**src/rtl/captura_resta.sv**
```systemverilog
// Two-operand capture FSM feeding an external ripple subtractor; registers a-b and status.
// Optional flag registers are enabled by defining CAPTURA_RESTA_FLAGS_EN.
module captura_resta #(
  parameter int N = 4
) (
  input  logic         clk,
  input  logic         rst,
  input  logic [N-1:0] sw,
  input  logic         btn_load,
  input  logic         clr,
  output logic [N-1:0] op_a,
  output logic [N-1:0] op_b,
  output logic         cin_o,
  input  logic [N-1:0] diff_i,
  input  logic         cout_i,
  output logic [N-1:0] result,
  output logic         flag_z,
  output logic         flag_n,
  output logic         flag_c,
  output logic         flag_v,
  output logic         done,
  output logic [1:0]   state_o
);

  typedef enum logic [1:0] {
    IDLE  = 2'd0,
    GOT_A = 2'd1,
    CALC  = 2'd2,
    SHOW  = 2'd3
  } state_t;

  state_t       state_reg, state_next;
  logic         btn_q;
  logic         ld;
  logic [N-1:0] op_a_reg, op_a_next;
  logic [N-1:0] op_b_reg, op_b_next;
  logic [N-1:0] result_reg, result_next;
  logic         done_reg, done_next;
  logic         calc_fire;

  // Only the press edge of the already-debounced button acts.
  assign ld = btn_load & ~btn_q;

  always_ff @(posedge clk or posedge rst) begin
    if (rst) begin
      state_reg  <= IDLE;
      btn_q      <= 1'b0;
      op_a_reg   <= '0;
      op_b_reg   <= '0;
      result_reg <= '0;
      done_reg   <= 1'b0;
    end else begin
      state_reg  <= state_next;
      btn_q      <= btn_load;
      op_a_reg   <= op_a_next;
      op_b_reg   <= op_b_next;
      result_reg <= result_next;
      done_reg   <= done_next;
    end
  end

  // clr overrides everything, so a coincident ld is simply dropped.
  always_comb begin
    state_next  = state_reg;
    op_a_next   = op_a_reg;
    op_b_next   = op_b_reg;
    result_next = result_reg;
    done_next   = done_reg;
    calc_fire   = 1'b0;
    if (clr) begin
      state_next = IDLE;
      done_next  = 1'b0;
    end else begin
      case (state_reg)
        IDLE: begin
          if (ld) begin
            op_a_next  = sw;
            state_next = GOT_A;
          end
        end
        GOT_A: begin
          if (ld) begin
            op_b_next  = sw;
            state_next = CALC;
          end
        end
        CALC: begin
          calc_fire   = 1'b1;
          result_next = diff_i;
          done_next   = 1'b1;
          state_next  = SHOW;
        end
        SHOW: begin
          if (ld) begin
            op_a_next  = sw;
            done_next  = 1'b0;
            state_next = GOT_A;
          end
        end
        default: state_next = IDLE;
      endcase
    end
  end

  assign op_a    = op_a_reg;
  assign op_b    = op_b_reg;
  assign cin_o   = 1'b1;
  assign result  = result_reg;
  assign done    = done_reg;
  assign state_o = state_reg;

`ifdef CAPTURA_RESTA_FLAGS_EN
  logic flag_z_reg, flag_n_reg, flag_c_reg, flag_v_reg;

  // Overflow: operands of differing sign and a result whose sign departs from the minuend.
  always_ff @(posedge clk or posedge rst) begin
    if (rst) begin
      flag_z_reg <= 1'b0;
      flag_n_reg <= 1'b0;
      flag_c_reg <= 1'b0;
      flag_v_reg <= 1'b0;
    end else if (calc_fire) begin
      flag_z_reg <= (diff_i == '0);
      flag_n_reg <= diff_i[N-1];
      flag_c_reg <= cout_i;
      flag_v_reg <= (op_a_reg[N-1] ^ op_b_reg[N-1]) & (op_a_reg[N-1] ^ diff_i[N-1]);
    end
  end

  assign flag_z = flag_z_reg;
  assign flag_n = flag_n_reg;
  assign flag_c = flag_c_reg;
  assign flag_v = flag_v_reg;
`else
  logic flags_unused;

  assign flags_unused = cout_i ^ calc_fire;
  assign flag_z = 1'b0;
  assign flag_n = 1'b0;
  assign flag_c = 1'b0;
  assign flag_v = 1'b0;
`endif

endmodule

```
**config.mk**
```make
export PLATFORM = sky130hd
export DESIGN_NAME = captura_resta
export DESIGN_NICKNAME = d
export VERILOG_FILES = /design/src/rtl/captura_resta.sv
export SDC_FILE = /design/constraint.sdc
export NUM_CORES = 1
export LEC_CHECK = 0
export ABC_AREA = 1
export CAP_MARGIN = 5
export CORE_ASPECT_RATIO = 1.25
export CORE_MARGIN = 3
export CORE_UTILIZATION = 30
export DETAILED_ROUTE_END_ITERATION = 8
export MAX_ROUTING_LAYER = met4
export RECOVER_POWER = 25
export SLEW_MARGIN = 20
export SYNTH_ARGS = -nofsm -noshare
export SYNTH_HDL_FRONTEND = slang
export SYNTH_SLANG_ARGS = --single-unit
```
**constraint.sdc**
```tcl
create_clock -name clk -period 1.4 [get_ports clk]
set_input_delay 0.14 -clock clk [delete_from_list [all_inputs] [get_ports clk]]
set_output_delay 0.14 -clock clk [all_outputs]
set_load 0.03 [all_outputs]
```
==> results.md <==
* Status: completed
* Crit path max-delay family: flip-flops
* Vias/cell at 4.44
* Max-cap viol count at 0
* Core area at about 2500 um2
* Antenna diodes at 0
* Antenna-violating nets left at 0
* Number of global-route vias before repair at between 600 and 700
* Post-synth top cells: nand2_1 (32), dfrtp_1 (16), nand4_1 (10), inv_1 (7), nand3_1 (6)
* Worst VDD drop at 0.000877 V
* CTS clock-pin slew for the worst setup and hold paths at 0.09 ns
* Largest cells by area after synthesis: dfrtp_1 (51%), nand2_1 (15%), nand4_1 (8.0%)
* Final Hold Vio Count at 0
* Sequential share of the synthesized area at 0.510
* Synthesis Warnings at 0
* CTS tree: built
* TNS Setup at 0 ns
* Async SR Flop Fraction at 1.00
* Rows at 20
* CP max FO at 5
* Die area at 3270 um2
* Antenna violations before repair at 0
* Post-synth top area cell: dfrtp_1
* Mean Syn Cell Area at 8.72 um2
* Iteration-0 DRC Markers at 13
* Final setup vio count at 0
* Layout Utilization at 0.444
* Static Leak at slightly below 0.0006 uW
* TritonRoute pass-1 iters at 4
* Layout cells sized above 1 at 0.102
* Max incr delay on CP at between 0.4 and 0.5 ns
* GR Overflow Total at 0
* Clock sink count at 16
* Mapped Cells at 90
* # IOs at 33
* Worst Path Required at approximately 1.3 ns
* GRT Total Usage at 0.115
* WL/cell at 11.1 um
* TritonCTS buffer count at 3
* Final #Nets at 135
* Post-synth EDFFs at 0
* Placed wire-length estimate at 1.28 mm
* DRC at 0
* Clock Tree Buf Depth at 2
* Worst Skew at around 0.00076 ns
* DR vias at between 600 and 700
* Most numerous cell in the Yosys netlist: nand2_1
* Starting Density at 0.320
* Final Wtd Congestion at between 0.7 and 0.8
* H-tree depth at 1
* Clock root buffer: clkbuf_4
* Min Tclk post-route at ~1.3 ns
* Die width at ~52 um
* WP data arrival at between 1 and 1.5 ns
* Netlist cell types at 14
* Prevailing post-synth register cell: dfrtp_1
* Yosys top cell area share at 0.510
* Slowest CP cell: dfrtp_1
* Place WS at 0.0250 ns
* Max-slew violation count at 0
* Fmax at about 0.76 GHz
* CP Cell Sequence: dlygate4sd2_1
* Worst skew pair latency at between 0.2 and 0.3 ns
* Synthesis-stage register bit count at 16
* CP Buf/Inv Count at 1
* Period Utilization, post-route at 0.942
* RSZ-0062 raised after global routing: false
* Global-route wire length before repair at 2.70 mm
* Post-cts gate resize count at 16
* Worst hold path class: in -> async
* Chip Height at 63.2 um
* PwrDens at around 2100 nW/um2
* Largest net degree at the start of global routing at 20
* PortBufs at 26
* Setup crit start kind: register
* Fill cells at 274
* Area added between synthesis and finish at 38.8%
* CP Class: reg -> out
* Critical path endpoint category: primary output
* Slack of the critical path at 0.0810 ns
* CTS Hold Bufs at 0
* Final WL at approximately 1.7 mm
* Post-CTS setup buffer count at 0
* Post-synthesis cell area at 785 um2
[layout by cell type, fill, tap and decap left out, drive strengths merged]
cell type	instances
dfrtp	16
dlygate4sd2	15
nor2	4
clkbuf	5
nand2	32
o21ai	1
ha	3
nand3	8
inv	8
conb	5
clkdlybuf4s50	9
dlygate4sd3	2
nand4	10
[stage by stage]
| step | std cells | hold WS [ns] | total power (uW) | instance area [um2] |
|---|---|---|---|---|
| 2_1_floorplan | 93 | 0.0537 | 1610 | 797 |
| 3_3_place_gp | 147 | 0.414 | 2120 | 1060 |
| 3_5_place_dp | 147 | 0.416 | 2140 | 1060 |
| 4_1_cts | 151 | 0.105 | 2310 | 1080 |
| 5_1_grt | 151 | 0.275 | 2500 | 1090 |
| 6_report | 151 | 0.240 | 2330 | 1090 |
[cell type report]
type / count / area, um2 / area share
flip-flops and latches: 16 / 402 / 0.369
multi-input cells: 63 / 334 / 0.307
repair buffers: 27 / 245 / 0.225
well taps: 33 / 41.3 / 0.0379
clock buffers: 4 / 36.3 / 0.0333
inverters: 8 / 30.0 / 0.0276
[metal layers]
metal	GRT usage	routed length, um	up-vias
li1	-	-	339
met1	0.138	770	307
met2	0.175	804	23
met3	0.0165	71	2
met4	0.0787	27	0
met5	-	0	-
[power by group]
part	internal (uW)	leakage (uW)	total, uW	switching, uW
registers	671	0.000199	801	130
logic	420	0.000357	1230	813
clock network	158	0.0000210	298	140
total	1250	0.000577	2330	1080
[logic make-up (layout without fill, tap and decap cells)]
family,Yosys count,after routing,share of synthesized area
buffers and inverters,14,39,0.100
other,2,5,0.00957
AOI/OAI and AO/OA,1,1,0.00637
adders and majority gates,3,3,0.0479
DFF,16,16,0.510
and+or+nand+nor,54,54,0.325
[path summary, 6_finish.rpt]
path	startpoint	to	slack, ns	cells after the start
max in group asynchronous	rst	op_a[2]	0.44	3
min	rst	result[3]	0.24	2
max reg2reg	state_o[0]	state_o[0]	0.14	7
min reg2reg	op_a[0]	op_a[0]	0.47	2
max	state_o[1]	state_o[1]	0.08	1
min in group clk	diff_i[3]	result[3]	0.41	3
Power figures use the tool's default switching activity.
==> RTL change, RTL diff (same flow settings) <==
Change the parameter `N` from 4 to 6.
--- a/src/rtl/captura_resta.sv
+++ b/src/rtl/captura_resta.sv
@@ -1,7 +1,7 @@
 // Two-operand capture FSM feeding an external ripple subtractor; registers a-b and status.
 // Optional flag registers are enabled by defining CAPTURA_RESTA_FLAGS_EN.
 module captura_resta #(
-  parameter int N = 4
+  parameter int N = 6
 ) (
   input  logic         clk,
   input  logic         rst,
Interface: changed (5 resized); port bits go from 33 to 43. No check against the original RTL was run, so the function may have changed too.
==> RTL change against the original RTL <==
Synthesized cell count is 30% higher. Core utilization grew 1.3 points. Sequential share of layout area is 0.69 points higher. Wire length is 35% higher. Total power rose by 36%. Global-route usage grew 0.11 points. Sequential cell count grew 6. Synthesized area up 30%. Combinational power up 33%. Count of clock-buffer cells in the layout unchanged. Design area increased by 35%. Worst setup slack gained 0.014 ns. Fmax grew 1.1%. Largest cell class unchanged.
==> RTL change: results (changes against the original RTL) <==
yosys:
  muxShareOfSynthArea_pct: 0  # unchanged
  synth_compound_area_share_pct: 1.23  # was 0.638%
  netlist_top_cells_count: "nand2_1 (44), dfrtp_1 (22), nand3_1 (14)"  # was nand2_1 (32), dfrtp_1 (16), nand4_1 (10)
  synthTopCellsByArea: "dfrtp_1 (54%), nand2_1 (16%), nand3_1 (6.9%), buf_4 (5.2%), nand4_1 (4.9%)"  # was dfrtp_1 (51%), nand2_1 (15%), nand4_1 (8.0%), buf_4 (4.8%), ha_1 (4.8%)
  yosysSeqAreaShare_pct: 54.2  # was 51.0%
  synth_cell_types: 17  # was 14
  synth_fa_ha_area_share_pct: 3.69  # was 4.78%
  synthesis.instances: 117  # was 90
critical_path:
  reg2reg_depth: 7  # unchanged
  r2r_end: "op_a[0]"  # was state_o[0]
  worstPathArrival_ns: 1.45  # was 1.18 ns
  crit_path_max_fanout: 6  # was 5
  slowest_stage: "dfrtp_2"  # was dfrtp_1
  cpPeakStageDelay_ns: 0.41  # was 0.47 ns
  r2r_start: "state_o[0]"  # unchanged
  rrSetupSlack_ns: 0.1  # was 0.14 ns
place:
  io_buffers: 36  # was 26
  dpl.cell_count: 194  # was 147
  dp_hpwl_um: 1860  # was 1280 µm
  gp_congestion: 0.731  # was 0.748
  dpl_cell_area_um2: 1450  # was 1060 µm²
route:
  drt_iter0_drc: 45  # was 13
  drt-wirelength-per-cell_um: 11.4  # was 11.1 µm
  drt_pass1_iterations: 4  # unchanged
  detail-route-antenna-nets: 0  # unchanged
  routed_via_density: 4.43  # was 4.44
power:
  leakage_nw: 0.802  # was 0.577 nW
  ir_worst_vdd_v: 0.00103  # was 0.000877 V
  power_density_nw_per_um2: 2160  # was 2140 nW/µm²
  power.net_switching_mw: 1.44  # was 1.08 mW
  pwr-share-comb_pct: 51.4  # was 52.9%
  p_clk_share_pct: 13.9  # was 12.8%
min_path:
  min_to: "btn_q"
  hold_path_startpoint: "btn_load"
  hp-class: "in2reg"  # was in2async
layout:
  n_fill_cell: 341  # was 274
  final_nets: 182  # was 135
  stdcell_count: 198  # was 151
  drive_gt1_share_pct: 11.2  # was 10.2%
outcome:
  status: "completed"  # unchanged
global_routing:
  grt_pass1_wl_um: 3690  # was 2700 µm
  grt_max_degree: 14  # was 20
  grt_use_total_pct: 11.6  # was 11.5%
  grt_pass1_vias: 824  # was 643
clocking:
  cts_root_buf: "clkbuf_8"  # was clkbuf_4
  clkLatencyLatePin_ns: 0.25  # was 0.28 ns
sta:
  finClkSkew_ns: 0.00408  # was 0.000764 ns
RTL change: cell count changes in the layout (fill, tap and decap cells not counted), moves of 3 or more:
cell / delta
dlygate4sd2_1: +6
nand2_1: +13
buf_4: +8
dfrtp_1: +5
clkbuf_4: -3
clkbuf_8: +3
clkdlybuf4s50_1: +5
nand3_1: +8
RTL change: worst max path at each step:
stage,to
5_1_grt,op_a[0]
3_5_place_dp,op_b[1]
4_1_cts,op_a[0]
3_3_place_gp,op_b[1]
2_1_floorplan,op_a[0]
6_report,op_a[0]
RTL change: area by class of cell:
| class | count | area [µm²] | share of cell area (%) |
|---|---|---|---|
| Sequential cell | 22 | 553 | 37.6 |
| Timing Repair Buffer | 46 | 402 | 27.3 |
| Multi-Input combinational cell | 81 | 385 | 26.2 |
| Clock buffer | 4 | 55.1 | 3.74 |
| Tap cell | 37 | 46.3 | 3.15 |
| Inverter | 8 | 30.0 | 2.04 |
RTL change: repair_timing:
item	4_1_cts	5_1_grt
endpoints found under the hold margin	0	0
resized for setup	21	0
setup endpoints to repair	21	0
RTL change: per-stage QoR:
step	hold WS, ns	setup slack, ns	utilization, %
6_report	0.396	0.0952	45.7
5_1_grt	0.380	0.0389	45.7
4_1_cts	0.197	0.0843	45.9
3_5_place_dp	0.460	0.0543	45.0
3_3_place_gp	0.455	0.0679	45.0
2_1_floorplan	0.129	0.00263	-
RTL change: metal layers:
metal | routed length (µm) | track usage, % | vias up
met5 | 0 | - | -
met1 | 954 | 13.5 | 398
met4 | 11 | 2.32 | 0
li1 | - | - | 450
met3 | 139 | 3.28 | 2
met2 | 1160 | 19.8 | 28
